===== src/rtl/mem_arb_pkg.sv =====
// Shared types and default widths for the DRAM refill arbiter.
package mem_arb_pkg;

    localparam int unsigned ADDR_W_DEF = 32;
    localparam int unsigned DATA_W_DEF = 11;

    typedef enum logic [1:0] {
        IDLE = 2'd0,
        WAIT = 2'd1,
        RESP = 2'd2
    } arb_state_t;

endpackage


===== src/rtl/dram_refill_arbiter_rr_pick.sv =====
// Round-robin picker: first requester with req=1 searching upward from rr_ptr, with wrap.
module rr_pick #(
    parameter int unsigned NUM_REQ = 2,
    localparam int unsigned IDX_W  = $clog2(NUM_REQ),
    localparam int unsigned SUM_W  = IDX_W + 1
) (
    input  logic [NUM_REQ-1:0] req,
    input  logic [IDX_W-1:0]   rr_ptr,
    output logic               valid,
    output logic [IDX_W-1:0]   idx
);

    logic [SUM_W-1:0] cand;

    always_comb begin
        valid = 1'b0;
        idx   = '0;
        cand  = '0;
        for (int unsigned off = 0; off < NUM_REQ; off++) begin
            // rr_ptr + off stays below 2*NUM_REQ, so one subtraction wraps it
            cand = SUM_W'(rr_ptr) + SUM_W'(off);
            if (cand >= SUM_W'(NUM_REQ)) begin
                cand = cand - SUM_W'(NUM_REQ);
            end
            if (!valid && req[cand[IDX_W-1:0]]) begin
                valid = 1'b1;
                idx   = cand[IDX_W-1:0];
            end
        end
    end

endmodule


===== src/rtl/dram_refill_arbiter.sv =====
// Round-robin arbiter sharing one DRAM port between cache miss-repair requesters.
// Optional DRAM wait timeout enabled by defining ARB_TIMEOUT_EN.
module dram_refill_arbiter
    import mem_arb_pkg::*;
#(
    parameter int unsigned NUM_REQ        = 2,
    parameter int unsigned ADDR_W         = ADDR_W_DEF,
    parameter int unsigned DATA_W         = DATA_W_DEF,
    parameter int unsigned TIMEOUT_CYCLES = 64,
    localparam int unsigned IDX_W         = $clog2(NUM_REQ)
) (
    input  logic                      clk,
    input  logic                      rst,
    input  logic [NUM_REQ-1:0]        req,
    input  logic [NUM_REQ*ADDR_W-1:0] req_addr,
    input  logic [NUM_REQ-1:0]        req_we,
    input  logic [NUM_REQ*DATA_W-1:0] req_wdata,
    output logic [NUM_REQ-1:0]        req_ready,
    output logic [DATA_W-1:0]         req_rdata,
    output logic                      dram_req,
    output logic [ADDR_W-1:0]         dram_addr,
    output logic                      dram_we,
    output logic [DATA_W-1:0]         dram_wdata,
    input  logic                      dram_ready,
    input  logic [DATA_W-1:0]         dram_rdata,
    output logic                      busy,
    output logic [IDX_W-1:0]          gnt_id,
    output logic                      timeout_err
);

    if (NUM_REQ < 2 || NUM_REQ > 8) begin : g_bad_num_req
        $error("dram_refill_arbiter: NUM_REQ must be 2..8");
    end
    if (TIMEOUT_CYCLES < 1) begin : g_bad_timeout
        $error("dram_refill_arbiter: TIMEOUT_CYCLES must be at least 1");
    end

    arb_state_t        state;
    logic [IDX_W-1:0]  rr_ptr;
    logic [DATA_W-1:0] rdata_q;
    logic              pick_valid;
    logic [IDX_W-1:0]  pick_idx;

    rr_pick #(
        .NUM_REQ (NUM_REQ)
    ) u_rr_pick (
        .req    (req),
        .rr_ptr (rr_ptr),
        .valid  (pick_valid),
        .idx    (pick_idx)
    );

`ifdef ARB_TIMEOUT_EN
    localparam int unsigned CNT_W = $clog2(TIMEOUT_CYCLES + 1);
    logic [CNT_W-1:0] wait_cnt;
    logic             timeout_q;
`else
    assign timeout_err = 1'b0;
`endif

    // Single FSM: grant in IDLE, hold DRAM request in WAIT, pulse completion leaving RESP.
    always_ff @(posedge clk or posedge rst) begin
        if (rst) begin
            state      <= IDLE;
            rr_ptr     <= '0;
            rdata_q    <= '0;
            req_ready  <= '0;
            req_rdata  <= '0;
            dram_req   <= 1'b0;
            dram_addr  <= '0;
            dram_we    <= 1'b0;
            dram_wdata <= '0;
            busy       <= 1'b0;
            gnt_id     <= '0;
`ifdef ARB_TIMEOUT_EN
            wait_cnt    <= '0;
            timeout_q   <= 1'b0;
            timeout_err <= 1'b0;
`endif
        end else begin
            req_ready <= '0;
            req_rdata <= '0;
            case (state)
                IDLE: begin
                    if (pick_valid) begin
                        dram_addr  <= req_addr[pick_idx*ADDR_W +: ADDR_W];
                        dram_we    <= req_we[pick_idx];
                        dram_wdata <= req_wdata[pick_idx*DATA_W +: DATA_W];
                        gnt_id     <= pick_idx;
                        dram_req   <= 1'b1;
                        busy       <= 1'b1;
                        state      <= WAIT;
`ifdef ARB_TIMEOUT_EN
                        wait_cnt  <= '0;
                        timeout_q <= 1'b0;
`endif
                    end
                end
                WAIT: begin
                    if (dram_ready) begin
                        rdata_q  <= dram_rdata;
                        dram_req <= 1'b0;
                        state    <= RESP;
                    end
`ifdef ARB_TIMEOUT_EN
                    else if (wait_cnt == CNT_W'(TIMEOUT_CYCLES - 1)) begin
                        rdata_q     <= '0;
                        timeout_q   <= 1'b1;
                        timeout_err <= 1'b1;
                        dram_req    <= 1'b0;
                        state       <= RESP;
                    end else begin
                        wait_cnt <= wait_cnt + CNT_W'(1);
                    end
`endif
                end
                RESP: begin
                    req_ready[gnt_id] <= 1'b1;
`ifdef ARB_TIMEOUT_EN
                    req_rdata <= (dram_we || timeout_q) ? '0 : rdata_q;
`else
                    req_rdata <= dram_we ? '0 : rdata_q;
`endif
                    rr_ptr <= (gnt_id == IDX_W'(NUM_REQ - 1)) ? '0 : gnt_id + IDX_W'(1);
                    busy   <= 1'b0;
                    state  <= IDLE;
                end
                default: begin
                    busy     <= 1'b0;
                    dram_req <= 1'b0;
                    state    <= IDLE;
                end
            endcase
        end
    end

endmodule

===== config.mk =====
export PLATFORM = sky130hd
export DESIGN_NAME = dram_refill_arbiter
export DESIGN_NICKNAME = d
export VERILOG_FILES = /design/src/rtl/mem_arb_pkg.sv /design/src/rtl/dram_refill_arbiter_rr_pick.sv /design/src/rtl/dram_refill_arbiter.sv
export SDC_FILE = /design/constraint.sdc
export NUM_CORES = 1
export LEC_CHECK = 0
export BUFFER_PORTS_ARGS = -buffer_cell sky130_fd_sc_hd__buf_2
export CAP_MARGIN = 10
export CELL_PAD_IN_SITES_DETAIL_PLACEMENT = 2
export CELL_PAD_IN_SITES_GLOBAL_PLACEMENT = 2
export CORE_MARGIN = 10
export CORE_UTILIZATION = 25
export DETAILED_ROUTE_END_ITERATION = 16
export PLACE_DENSITY_LB_ADDON = 0.1
export SYNTH_ARGS = -nofsm -noshare
export SYNTH_HDL_FRONTEND = slang
export SYNTH_SLANG_ARGS = --single-unit

===== constraint.sdc =====
create_clock -name clk -period 2.1 [get_ports clk]
set_clock_uncertainty 0.05 [all_clocks]
set_input_delay 0.105 -clock clk [delete_from_list [all_inputs] [get_ports clk]]
set_output_delay 0.105 -clock clk [all_outputs]
set_load 0.01 [all_outputs]

; Word-level counts from Yosys, hierarchy flattened
; Cells that the tools add are included.
[classes]
addsub = 4
mul = 1
n_lt_le_gt_ge = 7
eq_ne = 4
n_shift = 2
muxes = 25
n_bitwise = 2
reduce_logical = 9
[ops]
columns = op, n
row1 = $shiftx A64 B7 Y32, 1
row2 = $mux W11, 2
row3 = $shiftx A22 B6 Y11, 1
row4 = $mux W1, 16
row5 = $lt A1 B2 Y1 const B, 4
row6 = $reduce_and A2 Y1, 4
row7 = $mux W2, 3
row8 = $mul A1 B4 Y5 const B, 1
row9 = $ne A2 B2 Y1 const B, 2
row10 = $pmux W2 S2, 1
row11 = $pmux W1 S3, 1
row12 = $reduce_and A3 Y1, 1
row13 = $add A1 B1 Y2 const B, 1
row14 = $eq A2 B1 Y1 const B, 1
row15 = $eq A2 B2 Y1 const B, 1
row16 = $ge A1 B2 Y1 const B, 1
row17 = $ge A2 B2 Y1 const B, 1
row18 = $logic_and A1 B1 Y1, 2
row19 = $logic_not A2 Y1, 1
row20 = $not A1 Y1, 2
row21 = $pmux W1 S2, 1
row22 = $sub A1 B1 Y1 const B, 2
row23 = $add A1 B1 Y1 const B, 1
row24 = $demux W1 S1, 1
row25 = other kinds (2), 2
[word_totals]
register_bits = 74
in_bits = 104

; Longest topological paths before layout
[depth]
depth_word = 10
mapped_depth = 6

; Hierarchy
; Synthesis repeated with hierarchy kept, for this count alone.
[unflattened]
cells_unflattened = 270
area_unflattened_um2 = 3263.1
[by_module_without_submodules]
columns = mod, n_inst, cells_each, area_each_um2, seq_area_each_um2
row1 = dram_refill_arbiter, 1, 267, 3245.6, 1851.8
row2 = rr_pick, 1, 3, 17.5, 0.0

; Worst setup path after synthesis
; Ideal clock, no wire load.
[synth_path]
path_type = register -> register
from = register state[0]
to = register dram_addr[18]
arrival_time_ps = 1197
required_time_ps = 1969
setup_slack_ps = 772
stages_incl_launch_ff = 6
n_path_buf = 2
period_less_slack_ps = 1328
cell_sequence = dfrtp_1 nor2_1 buf_4 clkbuf_1 a21oi_1 a31oi_2
[synth_via]
elab_chain_cells = 2
[synth_rtl]
columns = item, line
row1 = from (decl), dram_refill_arbiter.sv:38  ; arb_state_t state;
row2 = from (signal assigned), dram_refill_arbiter.sv:64  ; state <= IDLE;
row3 = from (signal assigned), dram_refill_arbiter.sv:92  ; state <= WAIT;
row4 = from (signal assigned), dram_refill_arbiter.sv:103  ; state <= RESP;
row5 = $logic_not A2 Y1, dram_refill_arbiter.sv:83  ; case (state)
row6 = $reduce_and A2 Y1 (no source line), n/a
row7 = to (signal assigned), dram_refill_arbiter.sv:86  ; dram_addr <= req_addr[pick_idx*ADDR_W +: ADDR_W];
row8 = to (decl), dram_refill_arbiter.sv:21  ; output logic [ADDR_W-1:0] dram_addr,
; No other way between the ends.
; A chain may end at the register's enable or synchronous reset.

; Final worst setup path
[layout_path]
from = register state[0]
to = register dram_addr[20]
; Same word-level chain as after synthesis.

==> run_results.csv <==
group,metric,value,unit
timing,slew_headroom,52.2,%
place,placed_area,4560,um2
synth,yosysUniqueCellTypes,26,
floorplan,die_w,139,um
clocking,clockBufferDepth,2,
setup_path,rr_endpoint,"dram_addr[20]",
timing,holdWs,0.0190,ns
setup_path,cp_slowest_stage_delay,0.57,ns
hold_path,hold_start,"req_addr[23]",
detailed_routing,routedWlPerCell,20.2,um
detailed_routing,drt-pass1-iter-count,4,
clocking,worst_skew_pair.late_latency,0.34,ns
grt,grt.total_usage,14.5,%
hold_path,worstHoldPathType,"primary input to register",
clocking,clock_sinks,74,
setup_path,cp_cell_sequence,"nor2_4 > and2_4 > buf_12 > a31oi_1 > dlygate4sd3_1",
power_and_ir_drop,total_power,0.00682,W
floorplan,core_area,13900,um2
timing,finalSetupViolCount,0,
detailed_routing,drt_iter0_drc,77,
setup_path,cp_max_fo,15,
setup_path,r2r_setup_slack,0.14,ns
floorplan,num_rows,43,
synth,synth_area,3550,um2
setup_path,required,2.27,ns
synth,synth_nets,438,
timing,drv_slew,0,
power_and_ir_drop,leakagePower,2.24,nW
setup_path,endpoint_kind,"register",
setup_path,ff2ff_path_depth,5,
synth,ys_seq_area_share,52.1,%
place,hpwl,10.0,mm
finish,fillers,1512,
detailed_routing,via_count,3296,
finish,multi_input_area,1520,um2
setup_path,critPathLaunch,"state[0]",
synth,yosys_warnings,0,
finish,drive_above_1_share,47.1,%
synth,synth_area_per_cell,10.6,um2
power_and_ir_drop,vdd_drop_max,0.416,mV
clocking,tritoncts,"done",
setup_path,timing.rr.start,"state[0]",
detailed_routing,drt-vias-per-instance,4.76,
floorplan,ios,165,
place,gp_congestion,0.755,
grt,grt_pass1_wl,22.5,mm
clocking,numCtsBuffers,9,
power_and_ir_drop,p_per_area,1350,nW/um2
grt,antenna_found_initial,2,
floorplan,die_h,139,um
detailed_routing,ant_nets,0,
timing,max_freq,509,MHz
timing,hold_viol,0,
timing,finalCriticalPeriod,1.96,ns
run_status,run_status,"finished, final reports clean",
grt,grt_pass1_vias,3993,
finish,final_common_cell,"buf_2",
grt,grt_overflow_total,0,
setup_path,critPathLaunchType,"register",
timing,min_period_over_period,93.5,%
timing,tns,0,ns
flow_run,drv_cap,0,
finish,finalNetCount,609,
clocking,htree_levels,3,
setup_path,worstPathArrival,2.13,ns
timing,worstMarginPinSlew,0.715,ns
grt,grt_max_degree,45,
setup_path,crit_type,"register to register",
setup_path,crit_path_end,"dram_addr[20]",
hold_path,min_path_cells,3,
synth,synth-seq-cells,74,
finish,seqCellArea,1850,um2
finish,final_cell_mix,"163 x buf_2, 74 x dfrtp_1, 45 x o21ai_0",
floorplan,die_area,19400,um2
finish,syn_to_final_growth,42.2,%
clocking,cts-root-buf,"clkbuf_16",
clocking,clkSlewWorstSetupHoldPaths,0.06,ns
place,portBuffers,163,
floorplan,initial_core_util,25.6,%
synth,netlist_instances,334,
detailed_routing,routed_wirelength,14.0,mm
finish,stdcell_area,5050,um2
timing,rsz0062_at_grt,"false",
detailed_routing,drcViolationCount,0,
setup_path,critical_path.slowest_cell,"dlygate4sd3_1",
==> through the flow <==
step	utilization (%)	instances	setup WS, ns
after CTS	36.3	689	0.0427
final	36.4	692	0.137
after detailed placement	32.9	655	0.536
after global routing	36.4	691	0.00776
after floorplan	-	334	0.0634
after global placement	32.9	655	0.619
==> registers in the layout (all words and copies together) (netlist names) <==
register / cells
dram_addr: 32
dram_wdata: 11
rdata_q: 11
req_rdata: 11
req_ready: 2
state: 2
busy: 1
dram_req: 1
dram_we: 1
gnt_id: 1
rr_ptr: 1
==> final cells by class <==
cell class	instances	share of cell area [%]
multi-input combinational	221	30.0
clock inverter	6	1.34
tap	180	4.46
timing repair buffer	195	22.5
clock buffer	10	4.53
antenna	2	0.0991
sequential	74	36.7
inverter	4	0.322
==> power breakdown <==
part	internal [W]	leakage, nW	total (W)	switching, W
logic	0.00122	1.23	0.00285	0.00163
registers	0.00205	0.870	0.00242	0.000372
clock network	0.000922	0.139	0.00155	0.000627
==> per-layer routing <==
| metal | GRT usage, % | up-vias | share of wire [%] |
|---|---|---|---|
| met5 | 0 | - | 0 |
| met4 | 3.95 | 0 | 1.1 |
| met3 | 6.03 | 11 | 7.4 |
| met2 | 25.9 | 94 | 51 |
| met1 | 15.2 | 1633 | 40 |
| li1 | - | 1558 | - |
==> Yosys cell counts <==
| library cell | count | area, um2 |
|---|---|---|
| mux2_1 | 11 | 124 |
| buf_6 | 5 | 56.3 |
| a31oi_1 | 4 | 25.0 |
| nand2_1 | 3 | 11.3 |
| buf_1 | 1 | 3.75 |
| or2_1 | 1 | 6.26 |
| clkbuf_1 | 24 | 90.1 |
| a31oi_2 | 40 | 500 |
| dfrtp_1 | 74 | 1850 |
| inv_2 | 2 | 7.51 |
| buf_4 | 2 | 15.0 |
| conb_1 | 1 | 3.75 |
| nand2b_1 | 3 | 18.8 |
| a32o_1 | 1 | 10.0 |
| a21oi_1 | 44 | 220 |
| inv_1 | 2 | 7.51 |
| nand3b_1 | 1 | 7.51 |
| buf_2 | 4 | 20.0 |
| nor2b_1 | 1 | 6.26 |
| and2_1 | 12 | 75.1 |
| and2_4 | 1 | 8.76 |
| nand3_1 | 44 | 220 |
| nor2_1 | 5 | 18.8 |
| and2b_1 | 1 | 7.51 |
| o21ai_0 | 45 | 225 |
| o21ai_1 | 2 | 10.0 |
==> cells by family (layout without fill, tap and decap cells) <==
logic type             Yosys count  after routing  synth area share, %
AOI/OAI and AO/OA              136            136                 27.9
buffers and inverters           40            215                 5.64
DFF                             74             74                 52.1
muxes                           11             11                 3.49
other                            1              3                0.106
and+or+nand+nor                 72             73                 10.7
==> critical path: cells and delay by family (launching register included) <==
family | cells | cell delay [ns]
buffers and inverters | 2 | 0.77
and+or+nand+nor | 2 | 0.48
AOI/OAI and AO/OA | 1 | 0.09
DFF | 1 | 0.46
==> worst min-delay path by stage <==
stage                                to  slack, ns
after floorplan                state[0]       0.15
after global placement       rdata_q[4]       0.14
after detailed placement     rdata_q[4]       0.15
after CTS                 dram_addr[22]      0.004
after global routing      dram_addr[16]       0.02
final                     dram_addr[23]       0.02
==> repair_timing <==
item / 4_1_cts / 5_1_grt
hold buffers: 18 / 0
hold endpoints to repair: 44 / 0
setup buffers: 0 / 0
gates resized for setup: 0 / 0
endpoints found under the setup margin: 0 / 1
No activity file was read; power rests on OpenSTA's default activity.
